## config.mk

```make
export PLATFORM = sky130hd
export DESIGN_NAME = clock_divider_multi
export DESIGN_NICKNAME = d
export VERILOG_FILES = /design/src/rtl/clock_divider_multi.sv
export SDC_FILE = /design/constraint.sdc
export NUM_CORES = 1
export LEC_CHECK = 0
export ABC_AREA = 1
export CAP_MARGIN = 20
export CORE_UTILIZATION = 47
export DETAILED_ROUTE_END_ITERATION = 7
export SLEW_MARGIN = 20
export SYNTH_ARGS = -nofsm -noshare
export SYNTH_HDL_FRONTEND = slang
export SYNTH_SLANG_ARGS = --single-unit
```

## constraint.sdc

```tcl
create_clock -name clk_in -period 4.1 [get_ports clk_in]
set_input_delay 0.41 -clock clk_in [delete_from_list [all_inputs] [get_ports clk_in]]
set_output_delay 0.41 -clock clk_in [all_outputs]
set_load 0.1 [all_outputs]
```

## src/rtl/clock_divider_multi.sv

```systemverilog
// clock_divider_multi: independent programmable clock dividers on one clock.
// Each channel has a toggle mode and a pulse mode. New settings wait for a period boundary.
// Ports:
//   clk_in, rst       - clock and asynchronous active-high reset
//   cfg_valid/ready   - handshake that loads a channel's shadow config
//   cfg_chan/scale/mode - target channel, new divisor S, and mode (0 toggle, 1 pulse)
//   restart           - re-phases all channels at the same time
//   clk_out, pending  - divided outputs and per-channel shadow-waiting flags
module clock_divider_multi #(
  parameter int CHANNELS    = 4,
  parameter int WIDTH       = 8,
  parameter int RESET_SCALE = 0,
  parameter int RESET_MODE  = 0,
  localparam int CW = (CHANNELS > 1) ? $clog2(CHANNELS) : 1
) (
  input  logic                clk_in,
  input  logic                rst,
  input  logic                cfg_valid,
  output logic                cfg_ready,
  input  logic [CW-1:0]       cfg_chan,
  input  logic [WIDTH-1:0]    cfg_scale,
  input  logic                cfg_mode,
  input  logic                restart,
  output logic [CHANNELS-1:0] clk_out,
  output logic [CHANNELS-1:0] pending
);

  // Channels with no decode match (out of range) always accept.
  always_comb begin
    cfg_ready = 1'b1;
    for (int i = 0; i < CHANNELS; i++) begin
      if (cfg_chan == CW'(i)) cfg_ready = !pending[i];
    end
  end

  for (genvar i = 0; i < CHANNELS; i++) begin : g_ch
    logic [WIDTH-1:0] s_q;
    logic [WIDTH-1:0] cnt_q;
    logic [WIDTH-1:0] sh_s_q;
    logic             mode_q;
    logic             sh_mode_q;
    logic             pend_q;
    logic             out_q;
    logic             acc;
    logic             run;
    logic             bnd;

    assign acc = cfg_valid && cfg_ready && (cfg_chan == CW'(i));
    assign run = (s_q != '0);
    assign bnd = run && (cnt_q == s_q - 1'b1);

    assign clk_out[i] = out_q;
    assign pending[i] = pend_q;

    always_ff @(posedge clk_in or posedge rst) begin
      if (rst) begin
        s_q       <= WIDTH'(RESET_SCALE);
        mode_q    <= 1'(RESET_MODE);
        cnt_q     <= '0;
        sh_s_q    <= '0;
        sh_mode_q <= 1'b0;
        pend_q    <= 1'b0;
        out_q     <= 1'b0;
      end else if (restart) begin
        // A fresh accept and a pending shadow cannot coexist (ready is low).
        cnt_q  <= '0;
        out_q  <= 1'b0;
        pend_q <= 1'b0;
        if (acc) begin
          s_q    <= cfg_scale;
          mode_q <= cfg_mode;
        end else if (pend_q) begin
          s_q    <= sh_s_q;
          mode_q <= sh_mode_q;
        end
      end else if (!run) begin
        cnt_q <= '0;
        out_q <= 1'b0;
        if (pend_q) begin
          s_q    <= sh_s_q;
          mode_q <= sh_mode_q;
          pend_q <= 1'b0;
        end else if (acc) begin
          sh_s_q    <= cfg_scale;
          sh_mode_q <= cfg_mode;
          pend_q    <= 1'b1;
        end
      end else if (bnd) begin
        cnt_q <= '0;
        if (pend_q) begin
          s_q    <= sh_s_q;
          mode_q <= sh_mode_q;
          pend_q <= 1'b0;
          if (sh_mode_q != mode_q || sh_s_q == '0) out_q <= 1'b0;
          else out_q <= mode_q ? 1'b1 : ~out_q;
        end else begin
          out_q <= mode_q ? 1'b1 : ~out_q;
          // Accepted on a boundary: held for the following one.
          if (acc) begin
            sh_s_q    <= cfg_scale;
            sh_mode_q <= cfg_mode;
            pend_q    <= 1'b1;
          end
        end
      end else begin
        cnt_q <= cnt_q + 1'b1;
        if (mode_q) out_q <= 1'b0;
        if (acc) begin
          sh_s_q    <= cfg_scale;
          sh_mode_q <= cfg_mode;
          pend_q    <= 1'b1;
        end
      end
    end
  end

endmodule
```

# Word-level counts from Yosys, hierarchy flattened
# Cells that the tools add are included.
# word_totals
ff_bits	112
output_inout_bits	9
# classes
n_addsub	8
n_bitwise	4
reduce_logical	26
n_eq_ne	23
mux	140
# ops
op	n
$mux W8	48
$mux W1	92
$add A8 B1 Y8 const B	4
$eq A8 B8 Y1	4
$logic_not A8 Y1	4
$ne A4 B3 Y1 const B	8
$reduce_bool A8 Y1	4
$sub A8 B1 Y8 const B	4
$ne A3 B2 Y1 const B	4
$logic_and A1 B1 Y1	9
$eq A2 B2 Y1 const B	2
$logic_not A1 Y1	4
$logic_or A1 B1 Y1	4
$ne A1 B1 Y1	4
$not A1 Y1	4
$eq A2 B1 Y1 const B	1
$logic_not A2 Y1	1

# Logic depth before layout (Yosys ltp)
# logic_depth
ltp_word	12
depth_mapped	14

# Worst setup path after synthesis
# No wires, ideal clock.
# synth_path
path_type	flip-flop to flip-flop
start	register g_ch[3].pend_q
end	register g_ch[1].s_q[2]
synth_period_minus_slack_ps	2071
setup_slack_ps	2029
n_path_buf	1
setup_ps	117
stages_incl_launch_ff	12
arrival_ps	1954
path_cell_list	dfrtp_1 -> buf_2 -> inv_1 -> nand3_1 -> nand2_2 -> nand3_1 -> nor2_4 -> nand2_1 -> nand2_1 -> inv_1 -> nand2_1 -> nand2_1
# synth_between
elab_chain_cells	6
# synth_lines
item	line	text
start: declaration	42	logic pend_q;
start signal: assignment	62	pend_q <= 1'b0;
start signal: assignment	68	pend_q <= 1'b0;
start signal: assignment	82	pend_q <= 1'b0;
$logic_not A1 Y1	32	if (cfg_chan == CW'(i)) cfg_ready = !pending[i];
$mux W1	32	
net cfg_ready	19	output logic cfg_ready,
$logic_and A1 B1 Y1 (2 in a row)	48	assign acc = cfg_valid && cfg_ready && (cfg_chan == CW'(i));
$mux W8	69	if (acc) begin
$mux W8	64	end else if (restart) begin
end signal: assignment	57	s_q <= WIDTH'(RESET_SCALE);
end signal: assignment	70	s_q <= cfg_scale;
end signal: assignment	73	s_q <= sh_s_q;
end: declaration	37	logic [WIDTH-1:0] s_q;
# The timed path passes the listed nets, and every way through them passes these cells.
# A chain may end at the register's enable or synchronous reset.

# Final worst setup path
# layout_path
start	register g_ch[1].pend_q
end	output pending[1]
# layout_rtl
item	line	text
start: declaration	42	
start signal: assignment	62	
start signal: assignment	68	
start signal: assignment	82	
end: declaration	25	output logic [CHANNELS-1:0] pending
# No word-level cell between the ends.

==> run summary <==
outcome: complete, no violations
Post-CTS Resized: 0
CP peak stage delay: 1.25 ns
largest net degree at the start of global routing: 66
Synth cell types: 36
clk_lat worst skew: 0.36 ns
RePlAce Congestion: 0.815
Hold WC Path Type: in2async
largest family of logic cells by synthesized area: simple AND/OR/NAND/NOR gates
critical path's slowest cell: clkdlybuf4s50_1
final worst setup slack: 1.32 ns
die extent in x: 126 um
RSZ-0062 raised after global routing: false
Flop pwr share: 0.357
setup_tns: 0 ns
final net count: 1,101
most common flop cell mapped by yosys: dfrtp_1
DRT antenna net count: 0
Seq/Total Area, Yosys: 0.385
CTS buffer count: 9
Compound-Gate Fraction of Synth Area: 0.0843
period utilisation layout: 0.678
P_int: 2830 uW
minimum hold slack: 0.474 ns
Initial Util: 0.480
first-pass GRT wire length: 29.2 mm
Vias per Instance: 5.05
pwr/cell area: 637 mW/mm^2
synthesized area: 0.00727 sq mm
FF+latch area: 0.00280 sq mm
most common cell after layout, fill and taps aside: nand2_1
crit path DAT: 2.37 ns
IO buf count: 23
Synth Area in Simple Gates: 0.360
Total GRT Usage: 0.228
WP buf/inv: 1
Switch Pwr: 2200 uW
CTS Hold Bufs: 0
CTS tree: built
crit start category: flop
crit path cell chain: clkdlybuf4s50_1
Synth Register Bits: 112
multiplexer share of the synthesized area: 0
syn nets: 1,102
Post-CTS Setup Bufs: 0
CTS max path bufs: 2
synth top area cells: dfrtp_1, nand2_1, inv_1
maxcap violations: 0
number of core rows: 45
iteration count of the initial detailed-routing pass: 5
Core Area: 0.0151 sq mm
initial antenna violation count: 0
Finish-stage setup viols: 0
most frequent cells in the layout: nand2_1, inv_1, dfrtp_1
CP max FO: 22
WS Path Type: reg2out
number of global-route vias before repair: 6,032
Max Transition Viols Final: 0
Worst VDD drop: 295 uV
# clock sinks: 112
die height: 126 um
Req. time, crit path: 3.69 ns
area grow syn2layout: 8.60%
global route total overflow: 0
DRT iter0 DRCs: 456
die area: 0.0160 sq mm
IO Count: 24
pre-CTS setup slack: 1.50 ns
diode count: 0
H-tree depth: 3
total wire length: 16.9 mm
Multi-input gate area: 0.00366 sq mm
share of cells above drive strength 1: 0.0408
XOR/XNOR Fraction of Synth Area: 0.0385
Post-Synth Adder-Cell Area: 0.0206
Max-slew headroom: 0.352
Sw Share: 0.437
Fmax: 360 MHz
Ys Warns: 0
Reg clk slew, reported paths: 0.08 ns
clock power share: 0.205
mean post-synth cell area: 6.77 sq um
via count: 6,394
Yosys top cell by area: dfrtp_1
Post-synth EDFFs: 0
Worst setup EP type: output port
DRC errors left: 0
Pleak: 0.00414 uW
Routed WL per cell: 13.4 um
Fill cells: 1,530
Async SR Flop Fraction: 1.00
family with the most delay on the worst path: buffers and inverters
post-layout min period: 2.78 ns
HPWL after DPL: 12.0 mm
Worst-Margin Slew: 0.969 ns
CTS Root Cell: clkbuf_16
Synth top area share: 0.385
Cells after Synth: 1,075
Final Hold Viols: 0
clock skew: 0.0129 ns
combinational power share: 0.438
==> cells in the mapped netlist (6+ instances only) <==
| library cell | count |
|---|---|
| clkbuf_1 | 12 |
| nand4_1 | 32 |
| buf_4 | 10 |
| nand3_1 | 90 |
| nor2_1 | 94 |
| a21oi_1 | 8 |
| ha_1 | 12 |
| xor2_1 | 14 |
| nand3_2 | 6 |
| inv_1 | 150 |
| nor3_1 | 9 |
| nand2_1 | 367 |
| dfrtp_1 | 112 |
| o21ai_0 | 83 |
| xnor2_1 | 18 |
| o211ai_1 | 8 |
| buf_2 | 13 |
==> power by group through the flow <==
stage          combinational, uW  sequential (uW)  clock, uW
4_1_cts                     2210             1800       1060
2_1_floorplan               1910             1660          0
3_5_place_dp                2210             1810          0
6_report                    2200             1800       1030
3_3_place_gp                2180             1820          0
5_1_grt                     2580             1860       1090
==> metrics by stage <==
step / instance area (sq um) / total power [uW] / utilization / instances
after global routing: 7900 / 5530 / 0.522 / 1267
after detailed placement: 7560 / 4020 / 0.499 / 1251
after CTS: 7900 / 5070 / 0.522 / 1267
after floorplan: 7270 / 3570 / - / 1075
final: 7900 / 5030 / 0.522 / 1267
after global placement: 7560 / 4000 / 0.499 / 1251
==> state kept, by name, indices dropped and copies added (netlist names) <==
| signal | count |
|---|---|
| g_ch.pend_q | 4 |
| g_ch.cnt_q | 32 |
| g_ch.s_q | 32 |
| g_ch.out_q | 4 |
| g_ch.sh_mode_q | 4 |
| g_ch.sh_s_q | 32 |
| g_ch.mode_q | 4 |
==> final timing paths <==
check                                   from                end  slack, ns  depth (start not counted)
max                           g_ch[1].pend_q         pending[1]       1.32                          1
max in group asynchronous                rst     g_ch[3].s_q[5]       2.82                          3
min in group clk_in        g_ch[2].sh_s_q[0]  g_ch[2].sh_s_q[0]       0.49                          2
min reg2reg                g_ch[2].sh_s_q[0]  g_ch[2].sh_s_q[0]       0.49                          2
min                                      rst  g_ch[1].sh_s_q[2]       0.47                          2
max reg2reg                   g_ch[3].s_q[0]     g_ch[3].pend_q       1.72                         11
==> per-layer routing <==
metal | GRT usage | wire [um]
met4 | 0.0446 | 128
met3 | 0.0371 | 524
met2 | 0.377 | 7700
met1 | 0.317 | 8570
met5 | 0 | 0
==> area by class of cell <==
class	instances	area share
multi-input cells	770	0.463
flip-flops and latches	112	0.355
inverters	152	0.0725
repair buffers	29	0.0361
well taps	188	0.0298
clock buffers	9	0.0285
clock inverters	7	0.0149
==> cells by family (layout without fill, tap and decap cells) <==
family                   Yosys count  count (layout)
flip-flops                       112             112
AO/OA/AOI/OAI                    111             111
adder cells (fa/ha/maj)           12              12
buffers and inverters            193             197
AND/OR/NAND/NOR                  615             615
XOR/XNOR                          32              32
(Power assumes the default switching activity.)
==> variant 1, RTL diff (same settings) <==
Add an input register stage for `cfg_valid`, `cfg_chan`, `cfg_scale` and `cfg_mode`, cleared by the reset; this delays them by one clock. The other inputs are not delayed to match.
--- a/src/rtl/clock_divider_multi.sv
+++ b/src/rtl/clock_divider_multi.sv
@@ -25,11 +25,30 @@
   output logic [CHANNELS-1:0] pending
 );
 
+  logic cfg_valid_q;
+  logic [CW-1:0] cfg_chan_q;
+  logic [WIDTH-1:0] cfg_scale_q;
+  logic cfg_mode_q;
+
+  always_ff @(posedge clk_in or posedge rst) begin
+    if (rst) begin
+      cfg_valid_q <= '0;
+      cfg_chan_q  <= '0;
+      cfg_scale_q <= '0;
+      cfg_mode_q  <= '0;
+    end else begin
+      cfg_valid_q <= cfg_valid;
+      cfg_chan_q  <= cfg_chan;
+      cfg_scale_q <= cfg_scale;
+      cfg_mode_q  <= cfg_mode;
+    end
+  end
+
   // Channels with no decode match (out of range) always accept.
   always_comb begin
     cfg_ready = 1'b1;
     for (int i = 0; i < CHANNELS; i++) begin
-      if (cfg_chan == CW'(i)) cfg_ready = !pending[i];
+      if (cfg_chan_q == CW'(i)) cfg_ready = !pending[i];
     end
   end
 
@@ -45,7 +64,7 @@
     logic             run;
     logic             bnd;
 
-    assign acc = cfg_valid && cfg_ready && (cfg_chan == CW'(i));
+    assign acc = cfg_valid_q && cfg_ready && (cfg_chan_q == CW'(i));
     assign run = (s_q != '0);
     assign bnd = run && (cnt_q == s_q - 1'b1);
 
@@ -67,8 +86,8 @@
         out_q  <= 1'b0;
         pend_q <= 1'b0;
         if (acc) begin
-          s_q    <= cfg_scale;
-          mode_q <= cfg_mode;
+          s_q    <= cfg_scale_q;
+          mode_q <= cfg_mode_q;
         end else if (pend_q) begin
           s_q    <= sh_s_q;
           mode_q <= sh_mode_q;
@@ -81,8 +100,8 @@
           mode_q <= sh_mode_q;
           pend_q <= 1'b0;
         end else if (acc) begin
-          sh_s_q    <= cfg_scale;
-          sh_mode_q <= cfg_mode;
+          sh_s_q    <= cfg_scale_q;
+          sh_mode_q <= cfg_mode_q;
           pend_q    <= 1'b1;
         end
       end else if (bnd) begin
@@ -97,8 +116,8 @@
           out_q <= mode_q ? 1'b1 : ~out_q;
           // Accepted on a boundary: held for the following one.
           if (acc) begin
-            sh_s_q    <= cfg_scale;
-            sh_mode_q <= cfg_mode;
+            sh_s_q    <= cfg_scale_q;
+            sh_mode_q <= cfg_mode_q;
             pend_q    <= 1'b1;
           end
         end
@@ -106,8 +125,8 @@
         cnt_q <= cnt_q + 1'b1;
         if (mode_q) out_q <= 1'b0;
         if (acc) begin
-          sh_s_q    <= cfg_scale;
-          sh_mode_q <= cfg_mode;
+          sh_s_q    <= cfg_scale_q;
+          sh_mode_q <= cfg_mode_q;
           pend_q    <= 1'b1;
         end
       end
Behaviour: not the same (Yosys sat finds a counterexample within 4 cycles, from zero or initial values and one cycle with rst high).
==> variant 1 against the unedited design <==
- synthesized area rose by 0.95%
- final cell count fell by 4.5%
- wire length rose by 4.6%
- cell area rose by 4.5%
- sequential cell count rose by 12
- clock skew fell by 3.7 ps
- sequential power rose by 6%
- worst hold slack got worse by 47 ps
- setup slack got worse by 440 ps
- first-iteration DRC count fell by 4.4%
- critical path depth rose by 5
- power rose by 14%
- non-clock buffer count did not move
- largest power group unchanged
==> variant 1: results <==
status:
  status: "complete, no violations"
layout:
  layout-drive-gt1-share_pct: 6.16
  utilization_pct: 54.3
  num-fill-cells: 1504
power:
  seqPwrFrac_pct: 33.4
  clock_power_w: 0.00167
  p_leak_nw: 4.14
  seq-power_w: 0.00191
critical_path:
  worst_ep_arrival_time_ps: 2810
  crit_fanout: 19
  r2r-end: "g_ch[0].s_q[6]$_DFFE_PP0P_"
  r2r_slack_ps: 1620
  cpPeakStageDelay_ps: 1200
global_route:
  grt_pass1_wl_mm: 29.4
  use_met1_pct: 32.5
  use_met3_pct: 4.94
  grt_max_degree: 69
  grt_use_total_pct: 23.6
  grt_util_met2_pct: 37.3
worst_hold_path:
  min_path_type: "primary input to flip-flop"
route:
  wl_met3_um: 604
  wl_per_cell_um: 14.6
  met2_length_mm: 8.02
  routed_wirelength_mm: 17.7
  wirelength_met1_mm: 8.87
  initialDrtViolationCount: 436
  vias: 6205
clocking:
  clk_pin_slew_ps: 60
  cts-htree-levels: 4
  cts_made_buffers: 17
  clock_latency_ps: 420
synth:
  synth-xor-area-share_pct: 4.77
  syn_avg_cell_area_sq_um: 7.33
  yosys-top-cells-area: "dfrtp_1, nand2_1, nor2_1, nand3_1, inv_1"
  syn_nets: 1028
  synth-seq-area-share_pct: 42.3
  synth_common_cells: "nand2_1, nor2_1, dfrtp_1, inv_1, nand3_1"
  synth_compound_area_share_pct: 8.50
  synthMuxAreaShare_pct: 0.545
placed_design:
  hpwl_mm: 12.2
  dp_cells: 1179
  gp_congestion: 0.873
  placed_cell_area_sq_mm: 0.00762
sta:
  maxSlewHeadroom_pct: 33.1
  skew_ps: 9.15
  timing.hold.ws_ps: 428
-- variant 1: final cells by class --
class,count,share of cell area [%]
Sequential cell,124,37.6
Multi-Input combinational cell,737,43.7
Timing Repair Buffer,29,3.49
Inverter,101,4.62
Tap cell,188,2.85
Clock buffer,21,5.46
Clock inverter,10,2.29
-- variant 1: how the worst max path moves through the flow --
stage	startpoint	cells past startpoint	endpoint	slack [ps]
after global placement	g_ch[1].pend_q$_DFFE_PP0P_	6	cfg_ready	1380
after CTS	g_ch[1].pend_q$_DFFE_PP0P_	6	cfg_ready	880
after detailed placement	g_ch[1].pend_q$_DFFE_PP0P_	6	cfg_ready	1330
after floorplan	rst	1	cfg_chan_q[0]$_DFF_PP0_	390
final	g_ch[1].pend_q$_DFFE_PP0P_	6	cfg_ready	880
after global routing	g_ch[1].pend_q$_DFFE_PP0P_	6	cfg_ready	710
==> variant 2, RTL diff (config.mk and constraints unchanged) <==
Without the edit above. Set the parameter `CHANNELS` to 8 (it was 4).
--- a/src/rtl/clock_divider_multi.sv
+++ b/src/rtl/clock_divider_multi.sv
@@ -7,7 +7,7 @@
 //   restart           - re-phases all channels at the same time
 //   clk_out, pending  - divided outputs and per-channel shadow-waiting flags
 module clock_divider_multi #(
-  parameter int CHANNELS    = 4,
+  parameter int CHANNELS    = 8,
   parameter int WIDTH       = 8,
   parameter int RESET_SCALE = 0,
   parameter int RESET_MODE  = 0,
Interface: changed (resized cfg_chan, clk_out and pending); port bits go from 24 to 33. The function was not compared with the original's and may differ.
==> variant 2 against the unedited design <==
- synthesized area is 79% higher
- first-iteration DRC count grew 84%
- largest power group is now registers
- sequential cell count increased by 112
- count of clock-buffer cells in the layout up 27
- cell area up 84%
- global-route usage increased by 0.46 points
- non-clock buffer count rose by 16
- wire length is 88% higher
- power rose by 87%
- via count up 71%
- final cell count up 65%
- combinational power is 52% higher
- setup slack got worse by 230 ps
- critical path depth unchanged
==> variant 2: results <==
sta:
  skew_ps: 6.37
  worst_pin_slew_ps: 1010
power:
  p_leak_nw: 6.97
  ir_worst_vdd_mv: 0.341
critical_path:
  crit_slowest_cell: "clkdlybuf4s50_1"
  r2r_cells: 12
  worst_ep_arrival_time_ps: 2600
  cpPeakStageDelay_ps: 1290
synth:
  synth_cell_types: 46
  yosys-top-cells-area: "dfrtp_1, nand2_1, nand3_1, o21ai_0, inv_1"
  syn_nets: 1745
  synth_common_cells: "nand2_1, dfrtp_1, nand3_1, inv_1, o21ai_0"
global_route:
  grt_pass1_vias: 10500
  grt_pass1_wl_mm: 53.8
  antenna_found_initial: 1
clocking:
  clock_latency_ps: 540
  cts-htree-levels: 1
  cts_made_buffers: 28
  cts_resized: 0
route:
  wl_per_cell_um: 15.2
  initialDrtViolationCount: 838
  vias_per_cell: 5.23
  drtPass1Iterations: 5
status:
  status: "complete, no violations"
placed_design:
  portBuffers: 32
  hpwl_mm: 21.2
layout:
  num-fill-cells: 2614
  layout-drive-gt1-share_pct: 5.88
  top_regs: "g_ch.cnt_q: 64 flops, g_ch.s_q: 64 flops, g_ch.sh_s_q: 64 flops"
-- variant 2: changes by cell type after synthesis, moves of 34 or more --
| cell | unedited run | this run |
|---|---|---|
| dfrtp_1 | 112 | 224 |
| nand3_1 | 90 | 195 |
| o21ai_0 | 83 | 163 |
| xor2_1 | 14 | 58 |
| o21ai_1 | 3 | 43 |
| nor2_1 | 94 | 128 |
-- variant 2: worst reg2reg max path: stages (launching register included) --
cell and delay, ps:
dfrtp_1 590, nand4_1 220, inv_1 60, nor2_1 110, nand4_1 90, nand2_1 80
nand3_2 410, nor2_2 590, nand2_1 340, nand2_1 130, nand2_1 50, nand2_1 50
nand2_1 50
-- variant 2: cell type report --
class                      count  area (sq um)  area share (%)
multi-input combinational   1222          6350            43.7
sequential                   224          5610            38.6
clock buffer                  36           802            5.53
inverter                     177           668            4.60
tap                          372           465            3.21
timing repair buffer          45           448            3.09
clock inverter                15           178            1.22
antenna                        1          2.50          0.0172
-- variant 2: metal layers --
layer	vias up	global-route usage [%]	part of all wire, %	wire, um
met2	193	38.3	47	14800
met3	40	2.74	3.8	1220
li1	5557	-	-	-
met1	5160	32.9	48	15300
met5	-	0	0	0
met4	0	5.22	1.6	519
-- variant 2: path summary, 6_finish.rpt --
kind                                          startpoint                             to  slack [ps]
max                           g_ch[4].pend_q$_DFFE_PP0P_                     pending[4]        1090
max in group asynchronous                            rst     g_ch[7].cnt_q[7]$_DFF_PP0_        2900
max reg2reg                   g_ch[2].pend_q$_DFFE_PP0P_     g_ch[1].mode_q$_DFFE_PP0P_        1230
min in group clk_in        g_ch[2].sh_s_q[0]$_DFFE_PP0N_  g_ch[2].sh_s_q[0]$_DFFE_PP0N_         480
min reg2reg                g_ch[2].sh_s_q[0]$_DFFE_PP0N_  g_ch[2].sh_s_q[0]$_DFFE_PP0N_         480
min                                                  rst     g_ch[0].s_q[4]$_DFFE_PP0P_         320
-- variant 2: stage by stage --
stage,std cells,area [sq um]
after floorplan,1705,13100
after global placement,2040,13500
after detailed placement,2040,13500
after CTS,2091,14500
after global routing,2092,14500
final,2092,14500
-- variant 2: power breakdown --
group	internal (W)	total (W)	leakage, nW	switching [W]
Combinational	0.00135	0.00335	3.56	0.00200
Sequential	0.00281	0.00345	2.92	0.000638
Clock	0.00162	0.00259	0.491	0.000968
Total	0.00579	0.00939	6.97	0.00361
-- variant 2: cells by family after synthesis --
family                     synth area share [%]
DFF                                        42.9
AOI/OAI and AO/OA                          9.68
xor gates and xnor gates                   7.28
adders and majority gates                  2.30
muxes                                     0.460
buffers and inverters                      8.44
and+or+nand+nor                            28.9
